## config.mk

```make
export PLATFORM = sky130hd
export DESIGN_NAME = tx_arbiter
export DESIGN_NICKNAME = d
export VERILOG_FILES = /design/src/rtl/tx_arbiter_pkg.sv /design/src/rtl/tx_arbiter_rr_pick.sv /design/src/rtl/tx_arbiter.sv
export SDC_FILE = /design/constraint.sdc
export NUM_CORES = 1
export LEC_CHECK = 0
export ABC_AREA = 1
export CAP_MARGIN = 5
export CORE_UTILIZATION = 54
export CTS_CLUSTER_DIAMETER = 40
export DETAILED_ROUTE_END_ITERATION = 7
export GPL_ROUTABILITY_DRIVEN = 0
export PLACE_DENSITY = 0.93
export SLEW_MARGIN = 20
export SYNTH_ARGS = -nofsm -noshare
export SYNTH_HDL_FRONTEND = slang
export SYNTH_SLANG_ARGS = --single-unit
```

## constraint.sdc

```tcl
create_clock -name clk -period 5.1 [get_ports clk]
set_clock_uncertainty 0.15 [all_clocks]
set_input_delay 1.02 -clock clk [delete_from_list [all_inputs] [get_ports clk]]
set_output_delay 1.02 -clock clk [all_outputs]
set_load 0.05 [all_outputs]
```

## src/rtl/tx_arbiter_pkg.sv

```systemverilog
// Shared constants for the UART transmit arbiter: FSM encodings, byte width, default watchdog length.
package tx_arbiter_pkg;

  localparam int DATA_W      = 8;
  localparam int DEF_TMO_CYC = 65535;

  localparam logic [1:0] ST_IDLE = 2'd0;
  localparam logic [1:0] ST_SEND = 2'd1;
  localparam logic [1:0] ST_WAIT = 2'd2;

endpackage

```

## src/rtl/tx_arbiter_rr_pick.sv

```systemverilog
// Combinational requester pick: first set req at or after ptr, wrapping; zero latency.
// With TX_ARB_FIXED_PRIO_EN defined it is a plain lowest-index priority encoder and ptr is ignored.
module rr_pick #(
  parameter int NREQ  = 2,
  parameter int PTR_W = 1
) (
  input  logic [NREQ-1:0]  req,
  input  logic [PTR_W-1:0] ptr,
  output logic [NREQ-1:0]  win,
  output logic [PTR_W-1:0] win_idx
);

`ifdef TX_ARB_FIXED_PRIO_EN
  logic unused_ptr;
  assign unused_ptr = ^ptr;

  always_comb begin
    win     = '0;
    win_idx = '0;
    for (int i = NREQ - 1; i >= 0; i--) begin
      if (req[i]) begin
        win     = '0;
        win[i]  = 1'b1;
        win_idx = PTR_W'(i);
      end
    end
  end
`else
  logic [PTR_W:0] slot;
  logic           found;

  // Walk the ring starting at ptr; slot is kept one bit wider so the wrap test cannot overflow.
  always_comb begin
    win     = '0;
    win_idx = '0;
    found   = 1'b0;
    slot    = '0;
    for (int i = 0; i < NREQ; i++) begin
      slot = {1'b0, ptr} + (PTR_W + 1)'(i);
      if (slot >= (PTR_W + 1)'(NREQ)) slot = slot - (PTR_W + 1)'(NREQ);
      if (!found && req[slot[PTR_W-1:0]]) begin
        found                 = 1'b1;
        win[slot[PTR_W-1:0]]  = 1'b1;
        win_idx               = slot[PTR_W-1:0];
      end
    end
  end
`endif

endmodule

```

## src/rtl/tx_arbiter.sv

```systemverilog
// Shares one UART transmitter among NREQ byte sources; wr/ack one cycle after req is sampled in IDLE,
// then no new grant until tx_rdy or the watchdog. Macro TX_ARB_FIXED_PRIO_EN selects fixed priority.
module tx_arbiter
  import tx_arbiter_pkg::*;
#(
  parameter int NREQ    = 2,
  parameter int TMO_CYC = DEF_TMO_CYC,
  parameter int CNT_W   = 16
) (
  input  logic                   clk,
  input  logic                   rst,
  input  logic [NREQ-1:0]        req,
  input  logic [DATA_W*NREQ-1:0] din,
  output logic [NREQ-1:0]        ack,
  output logic [DATA_W-1:0]      dout,
  output logic                   wr,
  input  logic                   tx_rdy,
  output logic [NREQ-1:0]        grant,
  output logic                   busy,
  output logic                   tmo
);

  localparam int PTR_W = (NREQ > 2) ? 2 : 1;
  localparam logic [CNT_W-1:0]  TMO_LAST = CNT_W'(TMO_CYC - 1);
  localparam logic [PTR_W-1:0]  LAST_IDX = PTR_W'(NREQ - 1);

  logic [1:0]        state;
  logic [PTR_W-1:0]  ptr;
  logic [PTR_W-1:0]  owner_idx;
  logic [CNT_W-1:0]  counter;
  logic [NREQ-1:0]   pick_win;
  logic [PTR_W-1:0]  pick_idx;
  logic [DATA_W-1:0] pick_byte;
  logic [PTR_W-1:0]  next_ptr;

  rr_pick #(.NREQ(NREQ), .PTR_W(PTR_W)) u_pick (
    .req     (req),
    .ptr     (ptr),
    .win     (pick_win),
    .win_idx (pick_idx)
  );

  always_comb begin
    pick_byte = '0;
    for (int i = 0; i < NREQ; i++) begin
      if (pick_win[i]) pick_byte = din[DATA_W*i +: DATA_W];
    end
  end

`ifdef TX_ARB_FIXED_PRIO_EN
  logic unused_owner;
  assign unused_owner = ^owner_idx;
  assign next_ptr     = '0;
`else
  assign next_ptr = (owner_idx == LAST_IDX) ? '0 : owner_idx + PTR_W'(1);
`endif

  assign busy = (state != ST_IDLE);

  always_ff @(posedge clk) begin
    if (rst) begin
      state     <= ST_IDLE;
      ptr       <= '0;
      owner_idx <= '0;
      counter   <= '0;
      dout      <= '0;
      wr        <= 1'b0;
      ack       <= '0;
      grant     <= '0;
      tmo       <= 1'b0;
    end else begin
      wr  <= 1'b0;
      ack <= '0;
      tmo <= 1'b0;
      case (state)
        ST_IDLE: begin
          if (|req) begin
            dout      <= pick_byte;
            grant     <= pick_win;
            ack       <= pick_win;
            wr        <= 1'b1;
            owner_idx <= pick_idx;
            state     <= ST_SEND;
          end
        end
        ST_SEND: begin
          counter <= '0;
          state   <= ST_WAIT;
        end
        ST_WAIT: begin
          counter <= counter + CNT_W'(1);
          // tx_rdy takes precedence over a watchdog expiry landing on the same edge.
          if (tx_rdy) begin
            ptr   <= next_ptr;
            state <= ST_IDLE;
          end else if (counter == TMO_LAST) begin
            tmo   <= 1'b1;
            ptr   <= next_ptr;
            state <= ST_IDLE;
          end
        end
        default: state <= ST_IDLE;
      endcase
    end
  end

endmodule

```

==> qor.txt <==
Synth-to-layout area growth = 25.6%
Final Hold Viols = 0
#FFs+latches synth = 34
Top-count cell post-synth = inv_1
Status = completed
Post_cts resized = 0
Diodes inserted = 0
Crit Path Max Fanout = 3
Drt drc = 0
Critical path class = register to output pin
R2R cell count = 9
Max Cap Violations = 0
Core Rows = 19
Iter 0 DRT Violations = 59
Pwr/cell area = 336 nW/µm²
P_leak = 0.950 nW
PnR worst setup slack = 1.97 ns
Via count = 1640
Final core area utilization = 74.1%
CP endpoint kind = output pin
Die Span X = 58.1 µm
Pin count of the biggest net entering global routing = 15
WL per Instance = 11.4 µm
Worst-Margin Slew = 0.610 ns
WP data required = 3.93 ns
Hold_ws = 0.326 ns
Final WL = 3.70 mm
Fmax = 320 MHz
Total grt overflow = 0
Clock Latency Late Sink = 0.33 ns
Fin crit share = 61.3%
Commonest register cell after synthesis = dfxtp_1
RSZ-0062 raised after global routing = false
Ys async rst share = 0%
Initial core utilization = 59.0%
WHS Path Cells = 2
Post-synth top cells = inv_1 (47), nand2_1 (40), dfxtp_1 (34), nor2_1 (34), o21ai_0 (22)
Power Total = 0.716 mW
First-pass DRT Iterations = 4
Die area = 3370 µm²
Worst-case clock buffer depth = 2
Yosys top cell area share = 40.1%
CTS tree = built
# setup viols final = 0
Synth warn = 0
Io pins = 36
Cell Area, Synth = 1700 µm²
CP startpoint kind = register
Post-CTS setup buffer count = 0
Clock-pin slew on the worst setup and hold paths = 0.10 ns
Vias per inst = 5.06
Yosys top cell by area = dfxtp_1
Share of cells above drive strength 1 = 8.51%
CTS root buf = clkbuf_4
Initial antenna violation count = 0
Placed insts = 318
Vias in the first global route = 1477
Count of flip-flops with a built-in enable after synthesis = 0
Final slew viol count = 0
Hold WC Path Type = register to register
Hold_buf cts = 0
CTS Buf Count = 5
Post-Place Worst Slack = 2.15 ns
Placed cell area = 2080 µm²
Crit path DAT = 1.96 ns
Nets = 310
Non-Filler Instances = 324
CTS H-Tree Depth = 2
Synth top area cells = dfxtp_1 (40%), inv_1 (10%), nand2_1 (8.8%)
First-pass GRT wire length = 6.22 mm
Detail Route Antenna Nets = 0
Core area = 2880 µm²
VDD IR max = 0.225 mV
Max_slew headroom = 59.1%
Syn Area/Cell = 6.95 µm²
Die height = 58.1 µm
Design Area, Final = 2130 µm²
Register area share after synthesis = 40.1%
Clk sinks = 34
Crit path time final = 3.13 ns
Setup TNS = 0 ns
Distinct cell type count after synthesis = 27
Total global routing track utilization = 24.4%
Buffers added on ports = 35
Syn Nets = 271
Syn Inst Count = 244
DP HPWL = 2.71 mm
## registers in the layout, indices dropped and copies added, names as in the netlist
signal and flops:
ack 2, counter 16, dout 8, grant 2, owner_idx 1, ptr 1
state 2, tmo 1, wr 1
## final cells by class
type / count / area [µm²]
Tap cell: 42 / 52.6
Timing Repair Buffer: 35 / 350
Fill cell: 208 / 746
Clock buffer: 6 / 51.3
Multi-Input combinational cell: 157 / 807
Sequential cell: 34 / 681
Inverter: 50 / 189
## critical path, cell delays in order (launching register included)
cell,delay [ns]
dfxtp_1,0.38
inv_1,0.09
ha_1,0.22
inv_1,0.11
clkdlybuf4s50_1,0.83
## report_power, final
group | leakage, nW | internal, mW | switching (mW)
clock network | 0.0302 | 0.0622 | 0.0873
logic | 0.643 | 0.0865 | 0.177
registers | 0.277 | 0.290 | 0.0129
total | 0.950 | 0.439 | 0.277
## routing by layer
| metal | track usage [%] | wire, µm |
|---|---|---|
| met1 | 30.6 | 1580 |
| met2 | 37.4 | 1680 |
| met3 | 7.81 | 328 |
| met4 | 12.9 | 99 |
| met5 | 0 | 0 |
## kinds of logic after synthesis
group / Yosys count / share of synthesized area, %
flip-flops: 34 / 40.1
adder cells (fa/ha/maj): 6 / 4.42
AO/OA/AOI/OAI: 45 / 14.3
buffers and inverters: 53 / 12.3
AND/OR/NAND/NOR: 106 / 28.8
## worst paths after layout
kind	startpoint	end	slack, ns
min reg2reg	ptr	ptr	0.33
max reg2reg	state[0]	counter[9]	3.12
min	ptr	ptr	0.33
max	state[0]	busy	1.97
## cell usage in the layout (no fill, tap or decap), drive strengths merged
| cell type | count |
|---|---|
| inv | 47 |
| nand2 | 45 |
| nor2 | 39 |
| clkdlybuf4s50 | 35 |
| dfxtp | 34 |
| o21ai | 26 |
| a21oi | 15 |
| nand3 | 15 |
| ha | 6 |
| clkbuf | 6 |
| nor3 | 5 |
| clkinv | 3 |
| a31oi | 1 |
| nor4 | 1 |
| o21bai | 1 |
| o31ai | 1 |
| nand3b | 1 |
| a31o | 1 |
(Power assumes the default switching activity.)
==> variant: new RTL, same flow settings <==
The option `TX_ARB_FIXED_PRIO_EN` is turned on by a define.
--- a/src/rtl/tx_arbiter_rr_pick.sv
+++ b/src/rtl/tx_arbiter_rr_pick.sv
@@ -1,5 +1,7 @@
 // Combinational requester pick: first set req at or after ptr, wrapping; zero latency.
 // With TX_ARB_FIXED_PRIO_EN defined it is a plain lowest-index priority encoder and ptr is ignored.
+`define TX_ARB_FIXED_PRIO_EN
+
 module rr_pick #(
   parameter int NREQ  = 2,
   parameter int PTR_W = 1
Check against the original RTL: not equivalent (Yosys sat finds a counterexample within 10 cycles, from zero or initial values and one cycle with rst high).
==> variant against the unedited design <==
  * Combinational power about the same
  * Final area down 4.9%
  * Critical path depth is the same
  * Via count shrank 7.6%
  * Worst setup slack got worse by 0.037 ns
  * Sequential share of layout area fell by 0.32 points
  * Sequential cell count is 2 lower
  * First-iteration DRC count up 37%
  * Synthesized area decreased by 5.7%
  * Utilization is 1.2 points lower
  * Wire length is 0.60% lower
  * Register-to-register slack got worse by 0.41 ns
  * Power is 5.3% higher
==> variant: results (changes against the unedited design) <==
synth warn=0 (unchanged); leakage=0.7787 nW (was 0.9500 nW); initial antenna violation count=0 (unchanged); CTS H-tree lvls=2 (unchanged); reg2reg path depth=5 (was 9); RR Startpoint=state[0] (unchanged); CTS Root Cell=clkbuf_4 (unchanged); Clock Latency Late Sink=0.34 ns; crit-path max FO=3 (unchanged); largest net degree at the start of global routing=14 (was 15); # fillers=202 (was 208); number of diodes=0 (unchanged); Clock Path Buffers=2 (unchanged); crit path DAT=1.99 ns (was 1.96 ns); clock slew at reported path FFs=0.10 ns (about the same); RR Endpoint=counter[1] (was counter[9]); sequential area share after synthesis=0.4003 (was 0.4012); drt first pass iters=4 (unchanged); 1st-iter DRT viols=81 (was 59); Setup Fix Bufs, Post-CTS=0 (unchanged); CP Launch Type=flop (unchanged); crit path to=busy (unchanged); Area contributors post-synth=dfxtp_1 (40%), a21oi_1 (8.1%), nand2_1 (6.8%) (was dfxtp_1 (40%), inv_1 (10%), nand2_1 (8.8%)); ys async rst share=0 (unchanged); per-cell routed wire length=13.26 um (was 11.41 um); synth cell count leaders=dfxtp_1 (32), nand2_1 (29), a21oi_1 (26) (was inv_1 (47), nand2_1 (40), dfxtp_1 (34), nor2_1 (34), o21ai_0 (22)); Hold WC Path Type=flop to flop (unchanged); TritonCTS Buffers=5 (unchanged); Worst R2R Setup Slack=2.71 ns (was 3.12 ns); vias in the first global route=1431 (was 1477); Post-CTS Resized=0 (unchanged); Cells after Synth=210 (was 244); first-pass GRT wire length=6037 um (was 6216 um); gr usage total=0.2460 (was 0.2440); DP Worst Slack=2.198 ns (was 2.153 ns); Setup WS post-layout=1.936 ns (was 1.973 ns); hpwl dp=2625 um (was 2706 um); Worst slew margin=0.4606 (was 0.5906); Synth top area share=0.4003 (was 0.4012); routed vias=1515 (was 1640); Placed Cells=269 (was 318); biggest regs=counter (16), dout (8) (unchanged); share of cells above drive strength 1=0.1138 (was 0.08511); VDD IR max=0.3506 mV (was 0.2255 mV); Avg Vias per Cell=5.469 (was 5.062); grt total ovfl=0 (unchanged); status=completed (unchanged); Synth cell types=30 (was 27); Syn Nets=237 (was 271); port bufs=35 (unchanged)
[variant: cell count changes in the layout (fill, tap and decap cells not counted), sizes merged, moves of 8 or more]
cell   before  now
a21oi      15   26
inv        47   27
o21ai      26   18
nand2      45   33
nor2       39   28
[variant: worst min path at each step]
stage / startpoint / end / slack (ns) / cells after the start
after detailed placement: counter[8] / counter[9] / 0.32 / 2
after floorplan: counter[12] / counter[12] / 0.29 / 1
after global routing: counter[8] / counter[9] / 0.37 / 2
final: counter[8] / counter[9] / 0.33 / 2
after global placement: counter[12] / counter[12] / 0.31 / 1
after CTS: counter[8] / counter[9] / 0.34 / 2
[variant: metal layers]
metal  GRT usage  vias to the layer above  wire length (um)
li1            -                      762                 -
met1      0.2759                      690              1599
met2      0.4202                       51              1747
met3     0.07834                       12               230
met4      0.1150                        0                97
met5           0                        -                 0
[variant: cells by family after synthesis]
| group | Yosys count | synth area share |
|---|---|---|
| AND/OR/NAND/NOR | 90 | 0.3026 |
| AO/OA/AOI/OAI | 47 | 0.1540 |
| buffers and inverters | 34 | 0.09070 |
| flip-flops | 32 | 0.4003 |
| adder cells (fa/ha/maj) | 6 | 0.04691 |
| XOR/XNOR | 1 | 0.005474 |
[variant: layout make-up]
| cell class | instances | area, sq um | share of cell area |
|---|---|---|---|
| Tap cell | 31 | 38.79 | 0.01915 |
| Inverter | 27 | 101.3 | 0.05003 |
| Multi-Input combinational cell | 144 | 814.5 | 0.4021 |
| Clock buffer | 5 | 37.54 | 0.01853 |
| Sequential cell | 32 | 640.6 | 0.3162 |
| Clock inverter | 3 | 42.54 | 0.02100 |
| Timing Repair Buffer | 35 | 350.3 | 0.1729 |
[variant: critical path, stage by stage, from the launching register on]
cell and delay (ns):
dfxtp_1 0.37, inv_1 0.09, ha_1 0.23, inv_1 0.13
clkdlybuf4s50_1 0.83
[variant: per-stage QoR]
step           instance area (sq um)  hold WS (ns)
6_report                        2026        0.3289
5_1_grt                         2026        0.3659
4_1_cts                         2026        0.3352
3_5_place_dp                    1946        0.3212
3_3_place_gp                    1946        0.3080
2_1_floorplan                   1600        0.2934
[variant: report_power, final]
| part | switching (W) | internal (W) |
|---|---|---|
| clock | 0.0000915 | 0.000102 |
| combinational | 0.000173 | 0.0000905 |
| sequential | 0.0000194 | 0.000278 |
